**src/rtl/alu_driver_pkg.sv**
```systemverilog
// alu_driver_pkg: shared widths, FSM state type and helpers
// for the ALU driver and its wait timer.
package alu_driver_pkg;

    localparam int DATA_WIDTH = 8;
    localparam int OP_W       = 4;
    localparam int MOVI_W     = 2;
    localparam int CNT_W      = 8;

    typedef enum logic [1:0] {
        IDLE,
        ISSUE,
        WAIT,
        HOLD
    } state_t;

    function automatic logic [15:0] sat_inc16(input logic [15:0] v);
        return (v == 16'hFFFF) ? v : v + 16'd1;
    endfunction

    function automatic logic [7:0] sat_inc8(input logic [7:0] v);
        return (v == 8'hFF) ? v : v + 8'd1;
    endfunction

endpackage

```
**src/rtl/alu_drv_timer.sv**
```systemverilog
// alu_drv_timer: wait-cycle counter for the ALU driver,
// cleared in ISSUE, counting in WAIT, expiring at TIMEOUT-1.
module alu_drv_timer
    import alu_driver_pkg::*;
#(
    parameter int TIMEOUT = 16
) (
    input  logic clk,
    input  logic rst,
    input  logic clr,
    input  logic en,
    output logic expire
);

    logic [CNT_W-1:0] cnt;

    assign expire = (cnt == CNT_W'(TIMEOUT - 1));

    // count WAIT cycles; clear wins over enable
    always_ff @(posedge clk) begin
        if (!rst) begin
            cnt <= '0;
        end else if (clr) begin
            cnt <= '0;
        end else if (en) begin
            cnt <= cnt + 1'b1;
        end
    end

endmodule

```
**src/rtl/alu_driver.sv**
```systemverilog
// alu_driver: request -> ALU issue -> result/timeout -> hold.
// Optional counters enabled by macro ALU_DRIVER_STATS_EN.
module alu_driver
    import alu_driver_pkg::*;
#(
    parameter int DATA_WIDTH = alu_driver_pkg::DATA_WIDTH,
    parameter int TIMEOUT    = 16
) (
    input  logic                  CLK,
    input  logic                  RST,
    input  logic                  REQ_VLD,
    output logic                  REQ_RDY,
    input  logic [OP_W-1:0]       REQ_OP,
    input  logic [MOVI_W-1:0]     REQ_MOVI,
    input  logic [DATA_WIDTH-1:0] REQ_A,
    input  logic [DATA_WIDTH-1:0] REQ_B,
    input  logic [DATA_WIDTH-1:0] REQ_MEM,
    input  logic [DATA_WIDTH-1:0] REQ_IMM,
    output logic                  ACT,
    output logic [OP_W-1:0]       OP,
    output logic [MOVI_W-1:0]     MOVI,
    output logic [DATA_WIDTH-1:0] REG_A,
    output logic [DATA_WIDTH-1:0] REG_B,
    output logic [DATA_WIDTH-1:0] MEM,
    output logic [DATA_WIDTH-1:0] IMM,
    output logic                  ALU_RDY,
    input  logic [DATA_WIDTH-1:0] EX_ALU,
    input  logic                  EX_ALU_VLD,
    output logic [DATA_WIDTH-1:0] RES_DATA,
    output logic                  RES_TO,
    output logic                  RES_VLD,
    input  logic                  RES_RDY,
`ifdef ALU_DRIVER_STATS_EN
    output logic [15:0]           OP_CNT,
    output logic [7:0]            TO_CNT,
`endif
    output logic                  ERR_SPUR
);

    state_t state;
    logic   tmr_clr;
    logic   tmr_en;
    logic   expire;

    assign tmr_clr = (state == ISSUE);
    assign tmr_en  = (state == WAIT);

    alu_drv_timer #(
        .TIMEOUT(TIMEOUT)
    ) u_timer (
        .clk   (CLK),
        .rst   (RST),
        .clr   (tmr_clr),
        .en    (tmr_en),
        .expire(expire)
    );

    // main FSM with registered handshake and ALU-side outputs
    always_ff @(posedge CLK) begin
        if (!RST) begin
            state    <= IDLE;
            REQ_RDY  <= 1'b1;
            ACT      <= 1'b0;
            OP       <= '0;
            MOVI     <= '0;
            REG_A    <= '0;
            REG_B    <= '0;
            MEM      <= '0;
            IMM      <= '0;
            ALU_RDY  <= 1'b0;
            RES_DATA <= '0;
            RES_TO   <= 1'b0;
            RES_VLD  <= 1'b0;
        end else begin
            unique case (state)
                IDLE: begin
                    if (REQ_VLD) begin
                        state   <= ISSUE;
                        REQ_RDY <= 1'b0;
                        ACT     <= 1'b1;
                        OP      <= REQ_OP;
                        MOVI    <= REQ_MOVI;
                        REG_A   <= REQ_A;
                        REG_B   <= REQ_B;
                        MEM     <= REQ_MEM;
                        IMM     <= REQ_IMM;
                    end
                end
                ISSUE: begin
                    state   <= WAIT;
                    ACT     <= 1'b0;
                    ALU_RDY <= 1'b1;
                end
                WAIT: begin
                    if (EX_ALU_VLD) begin
                        state    <= HOLD;
                        ALU_RDY  <= 1'b0;
                        RES_DATA <= EX_ALU;
                        RES_TO   <= 1'b0;
                        RES_VLD  <= 1'b1;
                    end else if (expire) begin
                        state    <= HOLD;
                        ALU_RDY  <= 1'b0;
                        RES_DATA <= '0;
                        RES_TO   <= 1'b1;
                        RES_VLD  <= 1'b1;
                    end
                end
                HOLD: begin
                    if (RES_RDY) begin
                        state   <= IDLE;
                        RES_VLD <= 1'b0;
                        REQ_RDY <= 1'b1;
                    end
                end
                default: state <= IDLE;
            endcase
        end
    end

    // sticky flag: ALU result strobe outside WAIT
    always_ff @(posedge CLK) begin
        if (!RST) begin
            ERR_SPUR <= 1'b0;
        end else if (EX_ALU_VLD && state != WAIT) begin
            ERR_SPUR <= 1'b1;
        end
    end

`ifdef ALU_DRIVER_STATS_EN
    // saturating delivery / timeout counters, bumped at HOLD exit
    always_ff @(posedge CLK) begin
        if (!RST) begin
            OP_CNT <= '0;
            TO_CNT <= '0;
        end else if (state == HOLD && RES_RDY) begin
            OP_CNT <= sat_inc16(OP_CNT);
            if (RES_TO) begin
                TO_CNT <= sat_inc8(TO_CNT);
            end
        end
    end
`endif

endmodule

```
**config.mk**
```make
export PLATFORM = sky130hd
export DESIGN_NAME = alu_driver
export DESIGN_NICKNAME = d
export VERILOG_FILES = /design/src/rtl/alu_driver_pkg.sv /design/src/rtl/alu_drv_timer.sv /design/src/rtl/alu_driver.sv
export SDC_FILE = /design/constraint.sdc
export NUM_CORES = 1
export LEC_CHECK = 0
export ABC_AREA = 1
export CORE_MARGIN = 2
export CORE_UTILIZATION = 30
export DETAILED_ROUTE_END_ITERATION = 7
export PLACE_DENSITY = 0.59
export SLEW_MARGIN = 20
export SYNTH_ARGS = -nofsm -noshare
export SYNTH_HDL_FRONTEND = slang
export SYNTH_SLANG_ARGS = --single-unit
```
**constraint.sdc**
```tcl
create_clock -name CLK -period 1.3 [get_ports CLK]
set_clock_uncertainty 0.05 [all_clocks]
set_input_delay 0.26 -clock CLK [delete_from_list [all_inputs] [get_ports CLK]]
set_output_delay 0.26 -clock CLK [all_outputs]
set_load 0.1 [all_outputs]
```
==> impl_metrics.toml <==
[status]
outcome = "complete, but fails checks"
violations = "negative setup slack"

[yosys]
synth_top_family_by_area = "simple AND/OR/NAND/NOR gates"
synth_top_area_cell = "dfxtp_1"
synth_warnings = 0
synth_compound_area_share_pct = 14.2
synth.area.mux_share_pct = 0
synthAdderAreaFrac_pct = 2.62
synth-simple-area-share_pct = 25.4
ys_seq_area_share_pct = 52.0
yosysUniqueCellTypes = 28
synthCells = 308
syn_avg_cell_area_um2 = 7.76
synth_area_um2 = 2390
yosys-top-cells-area = "dfxtp_1 (52%), nor2_1 (14%), o21ai_0 (8.8%)"
syn_nets = 364
synth-xor-area-share_pct = 0.367
synth_top_area_share_pct = 52.0
synth-seq-cells = 62

[power_and_ir_drop]
combPwrFrac_pct = 59.7
p_switching_mw = 5.52
intPower_mw = 6.21
power.total_mw = 11.7
switching_share_pct = 47.1
pwr-share-seq_pct = 24.3
power-per-cell-area_nw_per_um2 = 2470
p_clk_share_pct = 16.0
vdd_drop_max_mv = 1.25
p_leak_nw = 1.93

[hold_path]
hp-class = "input pin to flop"
hold_depth = 3
min_from = "EX_ALU[2]"
whs_endpoint = "RES_DATA[2]$_SDFFE_PN0P_"

[global_route]
antenna_found_initial = 0
grt-ovfl-total = 0
grt_pass1_vias = 2315
grt_usage_pct = 15.7
grt_first_pass_wirelength_um = 10700
grt_max_degree = 36

[placed_design]
portBuffers = 102
hpwl_um = 4840
dpl_cell_area_um2 = 4200
routabilityCongestion = 0.750

[clock_network]
cts.sinks = 62
postCtsHoldBufs = 0
numCtsBuffers = 9
cts_tree = "built"
root_buffer = "clkbuf_8"
cts_max_path_buffers = 2
clkLatencyLatePin_ns = 0.33
path_clk_slew_ns = 0.07
cts_max_level = 3

[floorplan]
initial_core_util_pct = 30.9
die_h_um = 93.2
coreArea_um2 = 7730
pin_count = 103
num_rows = 32
dieArea_um2 = 8690
die_w_um = 93.2

[setup_path]
crit_path_start_kind = "flop"
worstReg2RegEnd = "MEM[6]$_SDFFE_PN0P_"
end_kind = "flop"
cp_max_fo = 8
cp.required_ns = 1.52
crit_arrival_ns = 1.60
critPathKind = "flop to flop"
reg2reg_from = "state[1]$_SDFFE_PN0P_"
r2r_cells = 7
rrSetupSlack_ns = -0.08

[sta]
rsz0062_at_grt = "yes"
setup_tns_ns = -1.09
min_period_over_period_pct = 106
hold_violations = 0
setup_ws_ns = -0.0761
period_minus_slack_ns = 1.38
finalMaxSlewViolations = 0
fin_hold_ws_ns = 0.430
fmax_mhz = 727
worstMarginPinSlew_ns = 0.351
relSlewSlack_pct = 76.6
setup_viol = 42

[drt]
num_vias = 2416
dr.pass1.iters = 4
route.final.wire_length_um = 7360
drt_iter0_drc = 51
wl_per_cell_um = 13.5
viasPerCell = 4.42
drc_errors = 0
detail-route-antenna-nets = 0

[final_layout]
diodes = 0
areaGrowthSynthToFinish_pct = 98.8
finalNetCount = 495
final_cell_mix = "nor2_1 (73), dfxtp_1 (58), buf_12 (54), clkdlybuf4s50_1 (50), nand2_1 (36)"
final_common_cell = "nor2_1"
fin_area_um2 = 4750
drive_above_1_share_pct = 34.9

[flow_run]
cap_violations = 0
how the worst max path moves through the flow:
stage | slack (ns) | start | endpoint | cells past startpoint
after global placement | -0.18 | REQ_VLD | IMM[0]$_SDFFE_PN0P_ | 6
after CTS | 0.002 | state[0]$_SDFFE_PN0P_ | state[0]$_SDFFE_PN0P_ | 9
after floorplan | -0.05 | state[0]$_SDFFE_PN0P_ | RES_DATA[0]$_SDFFE_PN0P_ | 10
after global routing | -0.13 | state[0]$_SDFFE_PN0P_ | REG_B[0]$_SDFFE_PN0P_ | 8
final | -0.08 | state[1]$_SDFFE_PN0P_ | MEM[6]$_SDFFE_PN0P_ | 7
after detailed placement | -0.20 | REQ_VLD | IMM[1]$_SDFFE_PN0P_ | 5
routing by layer:
metal	up-vias	track usage, %	share of wire, %
met5	-	0	0
met4	0	7.11	2.5
met3	17	9.19	12
met2	82	23.7	47
met1	1074	17.6	39
li1	1243	-	-
critical path, cell delays in order (launching register included):
cell,delay [ns]
dfxtp_4,0.37
inv_1,0.12
ha_4,0.21
nand2_8,0.11
inv_8,0.12
clkbuf_16,0.15
nor2_2,0.03
nor2_1,0.14
power by group through the flow:
stage | logic (mW) | clock network, mW | registers [mW]
finish | 7.01 | 1.87 | 2.85
global route | 7.34 | 1.99 | 2.91
CTS | 6.44 | 1.90 | 2.82
detailed placement | 6.29 | 0 | 2.85
global placement | 6.26 | 0 | 2.83
floorplan | 1.14 | 0 | 5.49
logic make-up after synthesis:
| kind of cell | count (synthesis) |
|---|---|
| AO/OA/AOI/OAI | 65 |
| XOR/XNOR | 1 |
| adder cells (fa/ha/maj) | 5 |
| buffers and inverters | 29 |
| flip-flops | 62 |
| AND/OR/NAND/NOR | 146 |
state kept, by name (all words and copies together), names as in the netlist:
register     cells
ERR_SPUR         1
OP               4
state            2
MOVI             2
ALU_RDY          1
REG_A            8
REQ_RDY          1
REG_B            8
RES_VLD          1
ACT              1
u_timer.cnt      8
RES_TO           1
IMM              8
RES_DATA         8
MEM              8
cells in the mapped netlist, drive strengths merged:
cell,n
nor2,96
dfxtp,62
o21ai,45
nand2,42
a21oi,18
inv,15
clkbuf,9
buf,5
ha,5
nand3,2
nor3,2
a31oi,1
and2,1
nand3b,1
nand4,1
nor3b,1
o21bai,1
xor2,1
what timing repair did:
action,CTS,global route
setup buffers,2,2
gates resized for setup,12,68
setup endpoints to repair,48,56
cloned,0,6
pin swaps,5,5
stage by stage:
stage | utilization [%] | instances | setup WS, ns
global placement | 54.3 | 520 | -0.183
global route | 61.5 | 546 | -0.134
detailed placement | 54.3 | 520 | -0.195
floorplan | - | 308 | -0.0541
finish | 61.5 | 546 | -0.0761
CTS | 57.9 | 538 | 0.00216
area by class of cell:
| cell class | count | area [µm²] |
|---|---|---|
| Clock buffer | 12 | 145 |
| Clock inverter | 4 | 70.1 |
| Fill cell | 650 | 2980 |
| Inverter | 15 | 63.8 |
| Multi-Input combinational cell | 217 | 1210 |
| Sequential cell | 62 | 1250 |
| Tap cell | 102 | 128 |
| Timing Repair Buffer | 134 | 1890 |
Note: power is estimated with default switching activity, not from simulation.
